**src/rtl/argon_branch_pkg.sv**
```systemverilog
// Shared definitions for the execute-stage branch resolver:
// condition codes, controller state encoding and the condition evaluation function.
package argon_branch_pkg;

    localparam logic [2:0] BEQ  = 3'h0;
    localparam logic [2:0] BNE  = 3'h1;
    localparam logic [2:0] BGE  = 3'h2;
    localparam logic [2:0] BGEU = 3'h3;
    localparam logic [2:0] BLT  = 3'h4;
    localparam logic [2:0] BLTU = 3'h5;

    typedef enum logic [1:0] {
        StIdle,
        StWaitFlags,
        StRedirect,
        StFlush
    } br_state_e;

    // Codes 6 and 7 are undefined and always resolve not-taken.
    function automatic logic cond_taken(input logic [2:0] br_type, input logic z,
                                        input logic s, input logic v, input logic c);
        logic taken;
        case (br_type)
            BEQ:     taken = z;
            BNE:     taken = ~z;
            BGE:     taken = (s == v);
            BGEU:    taken = c;
            BLT:     taken = (s != v);
            BLTU:    taken = ~c;
            default: taken = 1'b0;
        endcase
        return taken;
    endfunction

endpackage

```
**src/rtl/branch_cond_eval.sv**
```systemverilog
// Combinational branch condition evaluator; also flags the undefined codes 6/7.
module branch_cond_eval
    import argon_branch_pkg::*;
(
    input  logic [2:0] br_type,
    input  logic       zero,
    input  logic       sign,
    input  logic       overflow,
    input  logic       carry,
    output logic       taken,
    output logic       bad_type
);

    assign taken    = cond_taken(br_type, zero, sign, overflow, carry);
    assign bad_type = br_type[2] & br_type[1];

endmodule

```
**src/rtl/branch_resolve_ctrl.sv**
```systemverilog
// Execute-stage branch sequencer: accept, wait for flags, resolve, redirect fetch,
// hold flush, and keep saturating perf counters.
module branch_resolve_ctrl
    import argon_branch_pkg::*;
#(
    parameter int unsigned ADDR_W       = 16,
    parameter int unsigned FLUSH_CYCLES = 2,
    parameter int unsigned CNT_W        = 16
) (
    input  logic              i_clk,
    input  logic              i_reset,
    input  logic              i_br_valid,
    output logic              o_br_ready,
    input  logic [2:0]        i_br_type,
    input  logic [ADDR_W-1:0] i_br_target,
    input  logic              i_flags_valid,
    input  logic              i_flag_zero,
    input  logic              i_flag_sign,
    input  logic              i_flag_overflow,
    input  logic              i_flag_carry,
    output logic              o_stall,
    output logic              o_redirect_valid,
    input  logic              i_redirect_ready,
    output logic [ADDR_W-1:0] o_redirect_pc,
    output logic              o_flush,
    output logic              o_bad_type,
    output logic [CNT_W-1:0]  o_br_count,
    output logic [CNT_W-1:0]  o_taken_count
);

    localparam int unsigned FW = (FLUSH_CYCLES > 0) ? $clog2(FLUSH_CYCLES + 1) : 1;
    localparam logic [FW-1:0] FLUSH_INIT = FW'(FLUSH_CYCLES);

    br_state_e         state_q;
    logic [2:0]        type_q;
    logic [ADDR_W-1:0] target_q;
    logic [FW-1:0]     flush_cnt_q;
    logic [CNT_W-1:0]  br_cnt_q;
    logic [CNT_W-1:0]  taken_cnt_q;
    logic              bad_type_q;

    logic [2:0] eval_type;
    logic       taken;
    logic       eval_bad;
    logic       resolve;

    // Fast path evaluates the incoming type; otherwise the latched one.
    assign eval_type = (state_q == StIdle) ? i_br_type : type_q;
    assign resolve   = i_flags_valid &&
                       ((state_q == StIdle && i_br_valid) || state_q == StWaitFlags);

    branch_cond_eval u_cond_eval (
        .br_type  (eval_type),
        .zero     (i_flag_zero),
        .sign     (i_flag_sign),
        .overflow (i_flag_overflow),
        .carry    (i_flag_carry),
        .taken    (taken),
        .bad_type (eval_bad)
    );

    always_ff @(posedge i_clk) begin
        if (i_reset) begin
            state_q     <= StIdle;
            type_q      <= '0;
            target_q    <= '0;
            flush_cnt_q <= '0;
            br_cnt_q    <= '0;
            taken_cnt_q <= '0;
            bad_type_q  <= 1'b0;
        end else begin
            bad_type_q <= resolve && eval_bad;
            if (resolve) begin
                if (br_cnt_q != '1) br_cnt_q <= br_cnt_q + 1'b1;
                if (taken && taken_cnt_q != '1) taken_cnt_q <= taken_cnt_q + 1'b1;
            end
            case (state_q)
                StIdle: begin
                    if (i_br_valid) begin
                        type_q   <= i_br_type;
                        target_q <= i_br_target;
                        if (i_flags_valid) state_q <= taken ? StRedirect : StIdle;
                        else               state_q <= StWaitFlags;
                    end
                end
                StWaitFlags: begin
                    if (i_flags_valid) state_q <= taken ? StRedirect : StIdle;
                end
                StRedirect: begin
                    if (i_redirect_ready) begin
                        if (FLUSH_CYCLES > 0) begin
                            state_q     <= StFlush;
                            flush_cnt_q <= FLUSH_INIT;
                        end else begin
                            state_q <= StIdle;
                        end
                    end
                end
                StFlush: begin
                    if (flush_cnt_q <= FW'(1)) state_q <= StIdle;
                    else                       flush_cnt_q <= flush_cnt_q - 1'b1;
                end
                default: state_q <= StIdle;
            endcase
        end
    end

    assign o_br_ready       = (state_q == StIdle);
    assign o_stall          = (state_q == StWaitFlags);
    assign o_redirect_valid = (state_q == StRedirect);
    assign o_flush          = (state_q == StRedirect) || (state_q == StFlush);
    assign o_redirect_pc    = target_q;
    assign o_bad_type       = bad_type_q;
    assign o_br_count       = br_cnt_q;
    assign o_taken_count    = taken_cnt_q;

endmodule
```
**config.mk**
```make
export PLATFORM = sky130hd
export DESIGN_NAME = branch_resolve_ctrl
export DESIGN_NICKNAME = d
export VERILOG_FILES = /design/src/rtl/argon_branch_pkg.sv /design/src/rtl/branch_cond_eval.sv /design/src/rtl/branch_resolve_ctrl.sv
export SDC_FILE = /design/constraint.sdc
export NUM_CORES = 1
export LEC_CHECK = 0
export BUFFER_PORTS_ARGS = -buffer_cell sky130_fd_sc_hd__buf_2
export CAP_MARGIN = 20
export CORE_MARGIN = 8
export CORE_UTILIZATION = 51
export DETAILED_ROUTE_END_ITERATION = 12
export GPL_TIMING_DRIVEN = 0
export PLACE_DENSITY = 0.8
export SLEW_MARGIN = 40
export SYNTH_ARGS = -nofsm -noshare
export SYNTH_HDL_FRONTEND = slang
export SYNTH_HIERARCHICAL = 1
export SYNTH_SLANG_ARGS = --single-unit
```
**constraint.sdc**
```tcl
create_clock -name i_clk -period 2.7 [get_ports i_clk]
set_input_delay 0.135 -clock i_clk [delete_from_list [all_inputs] [get_ports i_clk]]
set_output_delay 0.135 -clock i_clk [all_outputs]
set_load 0.02 [all_outputs]
```
After elaboration in Yosys (flattened, before gate mapping)
Cells that the tools add are included.

Register bits after elaboration: 56. Logic and storage cells: 57. Input bits: 28.

Multiplexer cells: 12. Equal/unequal tests: 17. Bitwise gates (word level): 3. Add/sub/neg operators: 3. Order comparisons: 1. Reductions and logical operators: 14.

Operator list (count): adder 16 x 1 -> 16 bit, second input constant (2); inequality test 16 bit, second input constant (2); 2-to-1 mux 2 bit (8); inequality test 2 bit, second input constant (4); one-hot mux 2 bit (4 select lines) (1); equality test 3 x 2 -> 1 bit, second input constant (2); equality test 3 bit, second input constant (2); one-hot mux 1 bit (6 select lines) (1); AND reduction 2 bit (3); equality test 2 bit, second input constant (2); logical AND 1 bit (4); one-hot mux 2 bit (2 select lines) (1); AND reduction 4 bit (1); equality test 3 x 1 -> 1 bit, second input constant (1); logical NOT 3 bit (1); 2-to-1 mux 3 bit (1); AND reduction 3 bit (1); equality test 2 x 1 -> 1 bit, second input constant (1); <= comparator 2 x 1 -> 1 bit, second input constant (1); logical NOT 2 bit (1); logical OR 1 bit (2); inequality test 2 x 1 -> 1 bit, second input constant (1); NOT 1 bit (2); nonzero test 2 bit (1); 4 further kinds (4).

Longest topological paths before layout
Depth after elaboration: 8. Gate-level depth with buffers: 11. Mapped depth without buffers: 9.

Hierarchy
Netlist, hierarchy kept.

By module, submodules not included: branch_resolve_ctrl (sequential area each 1121.1 um^2, times used 1, area each 2573.7 um^2, cells an instance 304); branch_cond_eval (sequential area each 0.0 um^2, times used 1, area each 55.1 um^2, cells an instance 8).

Worst setup path before layout
Ideal clock, no wire load.

Kind: reg2reg. Start: register state_q[0]. End: register taken_cnt_q[11], in the netlist o_taken_count[11]. Path slack: -21 ps. Stages on the path, launching flop included: 11. Clock period less this slack: 2721 ps. Data arrival time: 2593 ps. Required time: 2572 ps. Setup time: 128 ps. Path through: dfxtp_1 > clkbuf_2 > nor2_1 > mux2_2 > o211a_1 > a211oi_1 > nand3_2 > buf_6 > nor4_1 > xnor2_1 > nor2_1.

Cells in the longest elaborated chain, start to end: 6. Elaborated cells between the ends (all ways): 15.

Ends and longest elaborated chain: start: declaration (RTL line branch_resolve_ctrl.sv:34) `br_state_e state_q;`; start signal: assignment (RTL line branch_resolve_ctrl.sv:64) `state_q <= StIdle;`; start signal: assignment (RTL line branch_resolve_ctrl.sv:82) `if (i_flags_valid) state_q <= taken ? StRedirect : StIdle;`; start signal: assignment (RTL line branch_resolve_ctrl.sv:83) `else state_q <= StWaitFlags;`; logical NOT 2 bit (*); net o_br_ready (RTL line branch_resolve_ctrl.sv:13) `output logic o_br_ready,`; 2-to-1 mux 3 bit (*) (RTL line branch_resolve_ctrl.sv:48) `assign eval_type = (state_q == StIdle) ? i_br_type : type_q;`; net eval_type[0] (RTL line branch_resolve_ctrl.sv:42) `logic [2:0] eval_type;`; equality test 3 bit, or another cell as far along (RTL line argon_branch_pkg.sv:23) `case (br_type)`; one-hot mux 1 bit (6 select lines) (*) (RTL line argon_branch_pkg.sv:23); net taken (RTL line branch_resolve_ctrl.sv:43) `logic taken;`; logical AND 1 bit (*) (RTL line branch_resolve_ctrl.sv:75) `if (taken && taken_cnt_q != '1) taken_cnt_q <= taken_cnt_q + 1'b1;`; AND reduction 2 bit (no line) (*); end signal: assignment (RTL line branch_resolve_ctrl.sv:75); end: declaration (RTL line branch_resolve_ctrl.sv:39) `logic [CNT_W-1:0] taken_cnt_q;`.

Mark *: on every way through the listed nets, which the timed path passes. The rest lies on a longest branch. A chain may end at the register's enable or synchronous reset.

Worst setup path after layout
Start: register state_q[0]. End: register taken_cnt_q[11], in the netlist o_taken_count[11].

Cells in the longest elaborated chain, start to end: 6. Elaborated cells between the ends (all ways): 15.

Ends and longest elaborated chain (RTL line): logical NOT 2 bit (*) (branch_resolve_ctrl.sv:48); 2-to-1 mux 3 bit (*) (branch_resolve_ctrl.sv:48); net eval_type[0] (branch_resolve_ctrl.sv:42); equality test 3 bit, or another cell as far along (argon_branch_pkg.sv:23); one-hot mux 1 bit (6 select lines) (*) (argon_branch_pkg.sv:23); net taken (branch_resolve_ctrl.sv:43); logical AND 1 bit (*) (branch_resolve_ctrl.sv:75); AND reduction 2 bit (no line) (*).

Marked as above.

==> flow_results.org <==
** Status
- Result of the run :: completed

** Global routing
- Remaining Overflow, GRT :: 0
- The first global-routing pass estimated 11.2 mm of wire.
- The number of global-route vias before repair came to 2422.
- Entering global routing, the biggest net connects 18 pins.
- The number of antenna violations at the first check in global routing was 0.
- Gr usage total :: 17.7%

** Hold path
- For hold timing, the worst endpoint is o_redirect_pc[5]$_SDFFE_PP0P_.
- Cell count of the worst hold path :: 3
- Worst min-delay path startpoint :: i_br_target[5]
- Classification of the worst-slack hold path :: input pin to flip-flop

** Detailed routing
- Total via count in the routed design :: 2478
- First drt pass iteration count :: 4
- Antenna Nets Post-Route :: 0
- Final routed wire length divided by cell count :: 14.4 um
- Dividing the detail-routed via count by the number of cells gives 5.27.
- After detailed routing, the number of remaining DRC violations is 0.
- For this block, the routed nets add up to 6.75 mm of wire.
- Iteration-0 DRC count of the detailed router :: 107

** Clock network
- The number of hold buffers added after CTS was 0.
- Library cell used as clock root buffer :: sky130_fd_sc_hd__clkbuf_8
- Htree depth :: 2
- TritonCTS created 5 clock buffers.
- Clock-pin slew was measured on the worst setup and hold paths at 0.10 ns.
- Clock tree from TritonCTS :: yes
- No sink is reached through more buffers than the 2 on the longest clock path.
- Sink Count :: 56
- Worst skew pair latency :: 0.31 ns

** Die
- Die area :: 7710 um^2
- From bottom edge to top edge, the die measures 87.8 um.
- The initial utilization of the core area, before any placement, comes to 52.1%.
- During I/O placement, the number of pins put on the boundary was 81.
- Horizontal die dimension :: 87.8 um
- Placeable core region :: 5040 um^2
- Row cnt :: 26

** Layout
- The repair_antennas step left the layout with diodes totalling 0.
- Layout filler cell count :: 441
- In the final design database the tool counted 430 nets.
- Measured on the finished design, the core utilization comes to 64.6%.
- Signed area change from the synthesized netlist to the final layout :: 23.8%
- The post-route netlist has 28.0% of its cells at a drive strength greater than 1.
- Non-Filler Instances :: 470

** Timing
- Measured against its own limit, the worst slew margin works out to 66.2%.
- Final Hold Violating Endpoints :: 0
- Dividing the final minimum period by the clock period gives 92.0%.
- After layout, the worst setup slack is 0.217 ns.
- Setup repair after global routing left no endpoint under its margin.
- Highest attainable clock frequency :: 0.403 GHz
- Final Max Slew Viols :: 0
- The routed design could run at a clock period as short as 2.48 ns.
- Setup violations remaining at the end of the flow were counted as 0.
- Slew at the pin closest to its max-slew limit :: 0.508 ns
- Final Hold Slack :: 0.0487 ns
- Adding up every negative setup slack in the final design gives 0 ns.
- Largest clock skew in the final design :: 0.00624 ns

** Pwr
- In this run the static leakage power is 1.33 nW.
- Cell internal power dissipation :: 0.00123 W
- Proportion of total power due to net switching :: 27.2%
- Sequential share of power :: 52.1%
- Clock network fraction of total power :: 32.4%
- VDD sags by at most 0.255 mV.
- Combinational logic is responsible for 15.6% of the overall power.
- Net load switching power :: 0.000460 W
- In this run the power density over the cells is 520 nW/um^2.

** Setup path
- Maximum single-stage delay on the critical path :: 0.39 ns
- Tracing the worst setup path back leads to its startpoint at state_q[0]$_SDFFE_PP0P_.
- Top cell family by delay on the critical path :: simple AND/OR/NAND/NOR gates
- Worst Path Class, Setup :: flip-flop to flip-flop
- The critical path goes through clkbuf_2, nor2_4, mux2_2, o211a_1, a211oi_2, nand3_2, buf_6, nor4_1, xnor2_1, nor2_1.
- CP max stage cell :: sky130_fd_sc_hd__mux2_2
- Number of cells on the worst reg-to-reg path :: 10
- The setup check on the worst reg-to-reg path leaves a slack of 0.22 ns.
- Required @ worst endpoint :: 2.89 ns
- Critical path startpoint category :: flip-flop
- Levels on crit path :: 10
- Of all nets on the critical path, the largest fanout is 10.
- At the worst endpoint, the arrival time is 2.67 ns.
- Nature of the critical path endpoint :: flip-flop
- The worst register-to-register path ends at o_taken_count[11]$_SDFFE_PP0P_.
- Counting both buffers and inverters, the worst setup path holds a total of 2.
- The startpoint identified for the worst register-to-register timing path is state_q[0]$_SDFFE_PP0P_.

** Logic synthesis
- Counting flops with a built-in enable in the synthesized netlist gives 0.
- Unique cell type count in the Yosys netlist :: 46
- The synthesized design contains 56 register bits.
- Share of flip-flops with an asynchronous set or reset :: 0%
- Part of the Yosys area used for sequential elements :: 42.6%
- Synthesized cell area :: 2630 um^2
- In this run the mean area of a mapped cell was 8.43 um^2.
- Synthesis Warnings :: 6
- Synthesis produced a netlist whose cell count is 312.
- Number of nets produced by synthesis :: 343
- Top_reg_cell synth :: sky130_fd_sc_hd__dfxtp_1

** Placed design
- Placement-stage worst setup slack :: 0.0529 ns
- Detailed placement finished with a half-perimeter wire length of 5.02 mm.
- Input and output buffers added on the ports amount to 79.
- After detailed placement, the design holds a cell count of 461.
- Routability congestion estimate :: 0.848

** Job
- Max-cap violations in this run came to 0.
-- sequential cells by signal, summed over array words and instances (netlist names) --
register,flops
flush_cnt_q,2
o_bad_type,1
o_br_count,16
o_redirect_pc,16
o_taken_count,16
state_q,2
type_q,3
-- layer usage --
layer | wire [um] | vias up | GRT usage, %
li1 | - | 1256 | -
met1 | 2980 | 1157 | 21.8
met2 | 3290 | 58 | 30.0
met3 | 405 | 7 | 3.85
met4 | 74 | 0 | 5.63
met5 | 0 | - | 0
-- kinds of logic after synthesis --
logic type,synth area share [%]
compound gates,12.5
xor+xnor,8.66
fa+ha+maj,1.43
buf+inv,3.90
flops,42.6
mux,1.67
simple gates,29.2
-- Yosys cell counts (2+ instances only) --
cell	instances	area share, %
sky130_fd_sc_hd__dfxtp_1	56	43
sky130_fd_sc_hd__nand2_1	54	7.7
sky130_fd_sc_hd__nor2_1	32	4.6
sky130_fd_sc_hd__a21oi_1	29	5.5
sky130_fd_sc_hd__xnor2_1	21	7.0
sky130_fd_sc_hd__nand3_1	12	2.3
sky130_fd_sc_hd__nor3_1	10	1.9
sky130_fd_sc_hd__nand4_1	9	2.1
sky130_fd_sc_hd__clkbuf_1	8	1.1
sky130_fd_sc_hd__o21ai_0	8	1.5
sky130_fd_sc_hd__a211oi_1	5	1.4
sky130_fd_sc_hd__and4_1	5	1.7
sky130_fd_sc_hd__xor2_1	5	1.7
sky130_fd_sc_hd__nor4_1	4	0.95
sky130_fd_sc_hd__or3_1	4	0.95
sky130_fd_sc_hd__buf_2	3	0.57
sky130_fd_sc_hd__buf_6	3	1.3
sky130_fd_sc_hd__ha_1	3	1.4
sky130_fd_sc_hd__inv_1	3	0.43
sky130_fd_sc_hd__mux2_2	3	1.3
sky130_fd_sc_hd__nand2b_1	3	0.71
sky130_fd_sc_hd__nor3b_1	3	0.86
sky130_fd_sc_hd__and2_1	2	0.48
sky130_fd_sc_hd__and3_1	2	0.48
sky130_fd_sc_hd__buf_1	2	0.29
sky130_fd_sc_hd__nor2b_1	2	0.48
sky130_fd_sc_hd__o211ai_1	2	0.57
-- worst max-delay path by stage --
stage	to
6_report	o_taken_count[11]$_SDFFE_PP0P_
5_1_grt	o_taken_count[9]$_SDFFE_PP0P_
4_1_cts	o_taken_count[9]$_SDFFE_PP0P_
3_5_place_dp	o_taken_count[9]$_SDFFE_PP0P_
3_3_place_gp	o_taken_count[9]$_SDFFE_PP0P_
2_1_floorplan	o_taken_count[11]$_SDFFE_PP0P_
-- tightest hold or removal path: cells and delay by family --
family / cells / cell delay [ns]
buffers and inverters: 1 / 0.09
AND/OR/NAND/NOR: 1 / 0.04
AO/OA/AOI/OAI: 1 / 0.05
-- layout by cell type, fill, tap and decap left out, drive strengths merged, types with 4 or more instances in the layout --
master  instances
buf            88
and4            5
nand3          13
nand2          54
nor4            6
dfxtp          56
xnor2          21
nand4          10
or3             4
a211oi          5
nor3           10
o21ai           8
and3            4
xor2            5
nor2           32
clkbuf         14
a21oi          29
-- power by group through the flow --
stage	clock network, W	registers, W	logic [W]
floorplan	0	0.000928	0.000143
global placement	0	0.000898	0.000254
detailed placement	0	0.000900	0.000259
CTS	0.000560	0.000881	0.000260
global route	0.000597	0.000886	0.000292
finish	0.000548	0.000881	0.000263
-- final cells by class --
class	count	area [um^2]	share of cell area [%]
inverters	3	11.3	0.346
clock buffers	5	68.8	2.11
well taps	70	87.6	2.69
clock inverters	3	42.5	1.31
plain buffers	17	91.3	2.81
repair buffers	80	403	12.4
multi-input cells	236	1430	43.9
flip-flops and latches	56	1120	34.4
-- timing repair --
item / 4_1_cts / 5_1_grt
resized for setup: 0 / 4
setup endpoints to repair: 0 / 12
buffers inserted: 0 / 1
-- stage by stage --
| step | instance area, um^2 | total power (W) |
|---|---|---|
| final | 3260 | 0.00169 |
| after global placement | 3110 | 0.00115 |
| after CTS | 3230 | 0.00170 |
| after detailed placement | 3110 | 0.00116 |
| after global routing | 3260 | 0.00178 |
| after floorplan | 2630 | 0.00107 |
No activity file was read; power rests on OpenSTA's default activity.
